===== config.mk =====
export PLATFORM = sky130hd
export DESIGN_NAME = lsu_mem_ctrl
export DESIGN_NICKNAME = d
export VERILOG_FILES = /design/src/rtl/lsu_mem_ctrl.sv
export SDC_FILE = /design/constraint.sdc
export NUM_CORES = 1
export LEC_CHECK = 0
export ABC_AREA = 0
export CORE_MARGIN = 3
export CORE_UTILIZATION = 30
export DETAILED_ROUTE_END_ITERATION = 10
export GPL_ROUTABILITY_DRIVEN = 0
export PLACE_DENSITY = 0.67
export SLEW_MARGIN = 15
export SYNTH_ARGS = -nofsm -noshare
export SYNTH_HDL_FRONTEND = slang
export SYNTH_SLANG_ARGS = --single-unit

===== constraint.sdc =====
create_clock -name clk -period 2.94 [get_ports clk]
set_clock_uncertainty 0.05 [all_clocks]
set_input_delay 0.441 -clock clk [delete_from_list [all_inputs] [get_ports clk]]
set_output_delay 0.441 -clock clk [all_outputs]
set_load 0.02 [all_outputs]

===== src/rtl/lsu_mem_ctrl.sv =====
// Load/store initiator between the RV32I execute stage and a synchronous byte-enabled data memory.
// Optional address range fault (err 11) is enabled by defining LSU_RANGE_CHECK_EN.
module lsu_mem_ctrl #(
    parameter int ADDR_W    = 32,
    parameter int MEM_BYTES = 4096
) (
    input  logic              clk,
    input  logic              rst_n,
    input  logic              req_valid,
    output logic              req_ready,
    input  logic              req_is_store,
    input  logic [2:0]        req_funct3,
    input  logic [ADDR_W-1:0] req_base,
    input  logic [ADDR_W-1:0] req_offset,
    input  logic [31:0]       req_wdata,
    output logic              resp_valid,
    output logic [1:0]        resp_err,
    output logic [31:0]       resp_rdata,
    output logic [ADDR_W-1:0] mem_addr,
    output logic [31:0]       mem_write_data,
    output logic [3:0]        mem_byte_enable,
    output logic              mem_write,
    output logic              mem_read,
    input  logic [31:0]       mem_read_data
);

    typedef enum logic [1:0] {
        S_IDLE    = 2'b00,
        S_ACCESS  = 2'b01,
        S_CAPTURE = 2'b10,
        S_ERR     = 2'b11
    } state_t;

    localparam logic [ADDR_W-1:0] MEM_LIMIT = ADDR_W'(MEM_BYTES);
`ifdef LSU_RANGE_CHECK_EN
    localparam logic RANGE_CHECK = 1'b1;
`else
    localparam logic RANGE_CHECK = 1'b0;
`endif

    function automatic logic f3_legal(input logic is_store, input logic [2:0] f3);
        logic ok;
        if (is_store) begin
            ok = (f3 == 3'b000) || (f3 == 3'b001) || (f3 == 3'b010);
        end else begin
            ok = (f3 == 3'b000) || (f3 == 3'b001) || (f3 == 3'b010) ||
                 (f3 == 3'b100) || (f3 == 3'b101);
        end
        return ok;
    endfunction

    function automatic logic [31:0] store_data(input logic [2:0] f3, input logic [31:0] wd);
        logic [31:0] d;
        case (f3[1:0])
            2'b00:   d = {4{wd[7:0]}};
            2'b01:   d = {2{wd[15:0]}};
            default: d = wd;
        endcase
        return d;
    endfunction

    function automatic logic [3:0] store_be(input logic [2:0] f3, input logic [1:0] lane);
        logic [3:0] be;
        case (f3[1:0])
            2'b00:   be = 4'b0001 << lane;
            2'b01:   be = lane[1] ? 4'b1100 : 4'b0011;
            2'b10:   be = 4'b1111;
            default: be = 4'b0000;
        endcase
        return be;
    endfunction

    function automatic logic [31:0] load_format(input logic [2:0] f3, input logic [1:0] lane,
                                                input logic [31:0] data);
        logic [7:0]  b;
        logic [15:0] h;
        logic [31:0] r;
        case (lane)
            2'b00:   b = data[7:0];
            2'b01:   b = data[15:8];
            2'b10:   b = data[23:16];
            default: b = data[31:24];
        endcase
        h = lane[1] ? data[31:16] : data[15:0];
        case (f3)
            3'b000:  r = {{24{b[7]}}, b};
            3'b100:  r = {24'h000000, b};
            3'b001:  r = {{16{h[15]}}, h};
            3'b101:  r = {16'h0000, h};
            3'b010:  r = data;
            default: r = 32'h0000_0000;
        endcase
        return r;
    endfunction

    state_t            state_q, state_d;
    logic              is_store_q, is_store_d;
    logic [2:0]        funct3_q, funct3_d;
    logic [1:0]        lane_q, lane_d;
    logic [1:0]        err_q, err_d;
    logic [ADDR_W-1:0] mem_addr_q, mem_addr_d;
    logic [31:0]       mem_wdata_q, mem_wdata_d;
    logic [3:0]        mem_be_q, mem_be_d;
    logic              mem_write_q, mem_write_d;
    logic              mem_read_q, mem_read_d;
    logic              resp_valid_q, resp_valid_d;
    logic [1:0]        resp_err_q, resp_err_d;
    logic [31:0]       resp_rdata_q, resp_rdata_d;
    logic [ADDR_W-1:0] ea_s;
    logic              misaligned_s;
    logic              range_fault_s;
    logic [1:0]        req_err_s;

    // Request decode: effective address and error classification (illegal > misaligned > range)
    always_comb begin
        ea_s          = req_base + req_offset;
        misaligned_s  = ((req_funct3[1:0] == 2'b01) && ea_s[0]) ||
                        ((req_funct3[1:0] == 2'b10) && (ea_s[1:0] != 2'b00));
        range_fault_s = RANGE_CHECK && (ea_s >= MEM_LIMIT);
        if (!f3_legal(req_is_store, req_funct3)) begin
            req_err_s = 2'b10;
        end else if (misaligned_s) begin
            req_err_s = 2'b01;
        end else if (range_fault_s) begin
            req_err_s = 2'b11;
        end else begin
            req_err_s = 2'b00;
        end
    end

    // Next-state and registered-output computation; strobes and responses default to idle
    always_comb begin
        state_d      = state_q;
        is_store_d   = is_store_q;
        funct3_d     = funct3_q;
        lane_d       = lane_q;
        err_d        = err_q;
        mem_addr_d   = '0;
        mem_wdata_d  = 32'h0000_0000;
        mem_be_d     = 4'b0000;
        mem_write_d  = 1'b0;
        mem_read_d   = 1'b0;
        resp_valid_d = 1'b0;
        resp_err_d   = 2'b00;
        resp_rdata_d = 32'h0000_0000;
        case (state_q)
            S_IDLE: begin
                if (req_valid) begin
                    is_store_d = req_is_store;
                    funct3_d   = req_funct3;
                    lane_d     = ea_s[1:0];
                    err_d      = req_err_s;
                    if (req_err_s != 2'b00) begin
                        state_d = S_ERR;
                    end else begin
                        state_d    = S_ACCESS;
                        mem_addr_d = ea_s;
                        if (req_is_store) begin
                            mem_write_d = 1'b1;
                            mem_wdata_d = store_data(req_funct3, req_wdata);
                            mem_be_d    = store_be(req_funct3, ea_s[1:0]);
                        end else begin
                            mem_read_d = 1'b1;
                        end
                    end
                end else begin
                    state_d = S_IDLE;
                end
            end
            S_ACCESS: begin
                if (is_store_q) begin
                    state_d      = S_IDLE;
                    resp_valid_d = 1'b1;
                end else begin
                    state_d = S_CAPTURE;
                end
            end
            S_CAPTURE: begin
                state_d      = S_IDLE;
                resp_valid_d = 1'b1;
                resp_rdata_d = load_format(funct3_q, lane_q, mem_read_data);
            end
            S_ERR: begin
                state_d      = S_IDLE;
                resp_valid_d = 1'b1;
                resp_err_d   = err_q;
            end
            default: begin
                state_d = S_IDLE;
            end
        endcase
    end

    // State and output registers with synchronous active-low reset
    always_ff @(posedge clk) begin
        if (!rst_n) begin
            state_q      <= S_IDLE;
            is_store_q   <= 1'b0;
            funct3_q     <= 3'b000;
            lane_q       <= 2'b00;
            err_q        <= 2'b00;
            mem_addr_q   <= '0;
            mem_wdata_q  <= 32'h0000_0000;
            mem_be_q     <= 4'b0000;
            mem_write_q  <= 1'b0;
            mem_read_q   <= 1'b0;
            resp_valid_q <= 1'b0;
            resp_err_q   <= 2'b00;
            resp_rdata_q <= 32'h0000_0000;
        end else begin
            state_q      <= state_d;
            is_store_q   <= is_store_d;
            funct3_q     <= funct3_d;
            lane_q       <= lane_d;
            err_q        <= err_d;
            mem_addr_q   <= mem_addr_d;
            mem_wdata_q  <= mem_wdata_d;
            mem_be_q     <= mem_be_d;
            mem_write_q  <= mem_write_d;
            mem_read_q   <= mem_read_d;
            resp_valid_q <= resp_valid_d;
            resp_err_q   <= resp_err_d;
            resp_rdata_q <= resp_rdata_d;
        end
    end

    assign req_ready       = (state_q == S_IDLE);
    assign resp_valid      = resp_valid_q;
    assign resp_err        = resp_err_q;
    assign resp_rdata      = resp_rdata_q;
    assign mem_addr        = mem_addr_q;
    assign mem_write_data  = mem_wdata_q;
    assign mem_byte_enable = mem_be_q;
    assign mem_write       = mem_write_q;
    assign mem_read        = mem_read_q;

endmodule


# ---- Yosys cells after proc, flatten, opt, wreduce, memory -nomap -nowiden
# Index checks and enable logic that the tools add are counted.
dict set report classes {
  addsub 1
  eq_ne 15
  n_shift 1
  muxes 17
  bitwise_logic 4
  reduce_logical 20
}
# cell count
set ops {}
lappend ops {{32-bit case mux with 5 select lines} 1}
lappend ops {{32-bit case mux with 2 select lines} 1}
lappend ops {{32-bit adder} 1}
lappend ops {{8-bit case mux with 3 select lines} 1}
lappend ops {{16-bit two-way mux} 1}
lappend ops {{3-bit equality test (second input constant)} 4}
lappend ops {{4-bit case mux with 3 select lines} 1}
lappend ops {{2-bit equality test (second input constant)} 4}
lappend ops {{2-bit two-way mux} 4}
lappend ops {{2-bit by 1-bit equality test with 1-bit output (second input constant)} 3}
lappend ops {{3-bit by 1-bit equality test with 1-bit output (second input constant)} 2}
lappend ops {{3-bit by 2-bit equality test with 1-bit output (second input constant)} 2}
lappend ops {{2-bit zero test} 3}
lappend ops {{3-bit zero test} 2}
lappend ops {{2-bit case mux with 3 select lines} 1}
lappend ops {{2-bit AND reduction} 3}
lappend ops {{1-bit logical OR} 5}
lappend ops {{1-bit two-way mux} 5}
lappend ops {{5-bit OR reduction} 1}
lappend ops {{4-bit two-way mux} 1}
lappend ops {{1-bit inverter} 4}
lappend ops {{2-bit nonzero test} 2}
lappend ops {{4-bit OR reduction} 1}
lappend ops {{1-bit by 2-bit << shifter with 4-bit output (first input constant)} 1}
lappend ops {{other kinds (3)} 4}
dict set report word_totals {
  reg_bits 115
  inputBits 135
  out_inout_bits 106
  wordCells 71
}

# ---- Longest topological paths before layout
dict set report logic_depth {
  depth_word 11
  depth_mapped 10
  depth_no_buf 10
}

# ---- Worst setup path before layout
# Ideal clock, no wire load.
dict set report synth_path {
  path_kind {in2reg}
  startpoint {in req_base[0]}
  endpoint {reg mem_addr_q[28], in the netlist mem_addr[28]}
  setup_time_ps 131
  t_arrival_ps 2496
  required_ps 2759
  path_slack_ps 263
  path_stages 10
  path_buffers 0
  path_cell_list {ha_1 > inv_1 > fa_1 > and2b_1 > o2111ai_1 > a2111oi_4 > nor3_4 > a2111oi_2 > o21a_1 > nor3_2}
}
dict set report synth_between {
  elab_chain_len 8
  word_cells_on_any_way 9
  cone_classes {1 x add/sub; 2 x mux; 6 x reduce/logical}
}
# item line_no
set synth_lines {}
lappend synth_lines {{start, declared} 13} ;# input logic [ADDR_W-1:0] req_base,
lappend synth_lines {{32-bit adder *} 116} ;# ea_s = req_base + req_offset;
lappend synth_lines {{2-bit nonzero test} 118} ;# ((req_funct3[1:0] == 2'b10) && (ea_s[1:0] != 2'b00));
lappend synth_lines {{1-bit logical AND} 118}
lappend synth_lines {{1-bit logical OR} 117} ;# misaligned_s = ((req_funct3[1:0] == 2'b01) && ea_s[0]) ||
lappend synth_lines {{1-bit two-way mux} 122} ;# end else if (misaligned_s) begin
lappend synth_lines {{2-bit two-way mux} 120} ;# if (!f3_legal(req_is_store, req_funct3)) begin
lappend synth_lines {{2-bit nonzero test} 153} ;# if (req_err_s != 2'b00) begin
lappend synth_lines {{4-bit OR reduction (no source line)} n/a}
lappend synth_lines {{end signal, assigned} 216} ;# mem_addr_q <= mem_addr_d;
lappend synth_lines {{end, declared} 101} ;# logic [ADDR_W-1:0] mem_addr_q, mem_addr_d;
# Mark *: on every way between the ends. The rest lies on a longest branch, timed or not.
# A chain may end at the register's enable or synchronous reset.

# ---- Worst setup path in the final report
dict set report layout_path {
  startpoint {in req_offset[0]}
  endpoint {reg mem_addr_q[28], in the netlist mem_addr[28]}
}
dict set report layout_between {
  elab_chain_len 8
  word_cells_on_any_way 9
  cone_classes {1 x add/sub; 2 x mux; 6 x reduce/logical}
}
# item line_no
set layout_lines {}
lappend layout_lines {{start, declared} 14} ;# input logic [ADDR_W-1:0] req_offset,
lappend layout_lines {{32-bit adder *} 116}
lappend layout_lines {{2-bit nonzero test} 118}
lappend layout_lines {{1-bit logical AND} 118}
lappend layout_lines {{1-bit logical OR} 117}
lappend layout_lines {{1-bit two-way mux} 122}
lappend layout_lines {{2-bit two-way mux} 120}
lappend layout_lines {{2-bit nonzero test} 153}
lappend layout_lines {{4-bit OR reduction (no source line)} n/a}
# Marks and branches as above.

==> summary.txt <==
Status: finished clean
Worst Hold Margin: 416.9 ps
Max Fclk: 356.5 MHz
FILL cells: 1778
Total grt overflow: 0
Main synth FF type: dfxtp_1
CP Max Fanout: 3
Detail Placement HPWL: 15040 µm
CP endpoint kind: flop
Kind of start point of the critical path: input pin
Worst path bufs/invs: 2
Avg Cell Area, Syn: 8.690 µm²
Antenna cells: 0
Max-slew headroom: 55.09%
Num rows: 50
Share of Yosys cell area claimed by the top area cell type: 40.02%
Chip width: 144.5 µm
Vias in the first global route: 5736
Initial detailed-routing violation count: 374
Setup TNS: 0 ps
Antenna violations before repair: 0
Register bit total from synthesis: 115
Top post-synthesis cells by area: dfxtp_1, a21oi_1, ha_1, nor2_1, nand2_1
DRC: 0
TritonCTS Sinks: 115
Netlist Area Pre-Place: 5753 µm²
Syn_nets: 829
Final worst path period need: 2805 ps
Clock Path Buffers: 2
Via/cell ratio: 5.007
Post-Layout Inst Area: 9261 µm²
I/O Buffers: 240
Kind of critical path: input pin to flop
Final nets: 1095
Share of layout cells above drive strength 1: 10.31%
Global-route wire length before repair: 29470 µm
Hold-fix buffers at CTS: 0
Slew @ Worst Pin: 672.7 ps
Die H: 144.5 µm
Slowest cell on crit path: clkdlybuf4s50_1
GRT Util Overall: 18.10%
Number of failing hold endpoints at the final stage: 0
Final Cycle Share: 95.42%
Post-DRT Antenna Nets: 0
Required time worst endpoint: 3200 ps
Post-DP Area: 8652 µm²
Htree depth: 4
Cts bufs inserted: 17
Setup slack, reg-to-reg: 970 ps
Clk_lat worst skew: 410 ps
CTS resizes: 0
P&R area growth vs syn: 60.98%
CP top delay family: compound AO/OA/AOI/OAI gates
Worst path cell trace: clkdlybuf4s50_1, ha_1, inv_1, fa_1, and2b_1, o2111ai_1, a2111oi_4, nor3_4, a2111oi_2, o21a_1, nor3_2
Final Util: 49.35%
Yosys top cell by area: dfxtp_1
Worst EP arrival: 3060 ps
Cell area power density: 526.4 nW/µm²
CP max stage delay: 460 ps
IO Count: 241
Synth warn: 0
Post-synth ARST share: 0%
Max Cap Viol: 0
Vias: 5883
Final setup violation count: 0
Overall routed net length: 19680 µm
Share of the yosys chip area belonging to registers: 40.02%
Netlist cell types: 62
RSZ-0062 raised after global routing: false
Non-Filler Instances: 1175
Mapped Cells: 662
Final Slew Violations: 0
CTS tree: yes
Worst VDD drop: 0.3566 mV
Hold Crit Class: flop to flop
WL per Instance: 16.75 µm
Core ar.: 18770 µm²
Largest net degree at the start of global routing: 43
LEAKAGE: 3.621 nW
Dpl cells: 1143
Worst-path clk slew: 60 ps
First-pass iteration count of the detailed router: 5
Post-synth EDFFs: 0
Initial core utilization: 30.65%
Total die area: 20870 µm²
CTS Root Cell: clkbuf_16
==> per-layer routing <==
| layer | global-route usage [%] | part of all wire [%] | up-vias | routed length, µm |
|---|---|---|---|---|
| met5 | 0 | 0 | - | 0 |
| met4 | 6.431 | 2.0 | 0 | 391 |
| met3 | 5.456 | 8.3 | 32 | 1629 |
| met2 | 31.26 | 49 | 234 | 9727 |
| met1 | 21.26 | 40 | 2702 | 7935 |
| li1 | - | - | 2915 | - |
==> flip-flops by register name (all words and copies together), names as in the netlist, 2 cells and up <==
signal and count:
mem_addr 32, err_q 2, lane_q 2, mem_write_data 32, mem_byte_enable 4, state_q 2
resp_rdata 32, resp_err 2, funct3_q 3
==> logic make-up after synthesis <==
logic type | count (synthesis) | synth area share (%)
xor gates and xnor gates | 24 | 3.654
AOI/OAI and AO/OA | 184 | 20.64
muxes | 26 | 6.307
buffers and inverters | 54 | 3.654
and+or+nand+nor | 227 | 18.64
adders and majority gates | 32 | 7.090
DFF | 115 | 40.02
==> stage by stage <==
stage	setup WS, ps	power, mW
after global placement	-309.6	2.742
after floorplan	262.9	2.255
after CTS	60.82	4.926
final	134.7	4.875
after detailed placement	-366.8	2.748
after global routing	6.527	5.088
==> path summary, 6_finish.rpt <==
path / end / depth (start not counted) / start
min: err_q[1] / 2 / err_q[1]
max reg2reg: resp_rdata[6] / 3 / lane_q[1]
max: mem_addr[28] / 11 / req_offset[0]
min reg2reg: err_q[1] / 2 / err_q[1]
==> placed cells by master (no fill, tap or decap), drive strengths merged, types with 3 or more instances in the layout <==
master and count:
a22oi 7, mux4 8, a211oi 9, nand3 11
clkbuf 18, a21o 7, and3 12, xor2 12
xnor2 12, ha 31, a21boi 8, a31oi 7
nor2b 7, nand2b 4, o21ai 31, nor2 82
inv 17, nand4 10, o21a 6, and4 3
a2111oi 4, clkdlybuf4s50 240, nor3 17, nand2 68
buf 46, nor3b 4, mux2i 16, dfxtp 115
clkinv 5, a222oi 8, o211ai 3, a21oi 79
bufinv 3, clkinvlp 4
==> repair_timing <==
| item | 4_1_cts | 5_1_grt |
|---|---|---|
| endpoints found under the setup margin | 0 | 3 |
| buffers inserted | 0 | 0 |
| hold endpoints to repair | 0 | 0 |
==> layout make-up <==
class	instances	area, µm²	area share [%]
multi-input combinational	493	3241	34.99
tap	234	292.8	3.161
clock inverter	14	180.2	1.945
clock buffer	18	429.2	4.634
timing repair buffer	286	2760	29.80
inverter	15	56.30	0.6079
sequential	115	2302	24.86
==> cell usage after synthesis, types with 2 or more instances <==
cell type	number
mux4_2	8
and3_1	12
ha_1	31
a2111oi_4	2
xnor2_1	12
buf_1	2
nand2_1	68
clkbuf_1	31
a222oi_1	8
inv_1	15
a31oi_1	7
xor2_1	12
a21o_1	7
dfxtp_1	115
buf_2	6
nor2_1	82
mux2i_1	16
nor2b_1	7
and4_1	2
a21boi_0	7
nand4_1	10
and2b_1	2
a211oi_1	9
a221oi_1	2
mux2_2	2
a21oi_1	79
nor3_2	2
nor3b_1	3
and2_1	2
nand3_1	10
nand2b_1	4
o21a_1	6
o211ai_1	3
o21ai_1	3
a22oi_1	7
a41oi_1	2
o21ai_0	28
nor3_1	14
==> where the power goes <==
part / switching (mW) / internal [mW] / leakage [nW]
logic: 0.536 / 0.542 / 2.41
clock network: 0.812 / 1.34 / 0.285
registers: 0.0329 / 1.61 / 0.931
total: 1.38 / 3.49 / 3.62
==> tightest hold or removal path: cells and delay by family, from the launching register on <==
kind               cells  cell delay, ps
AOI/OAI and AO/OA      1              60
DFF                    1             310
and+or+nand+nor        1              50
(Power assumes the default switching activity.)
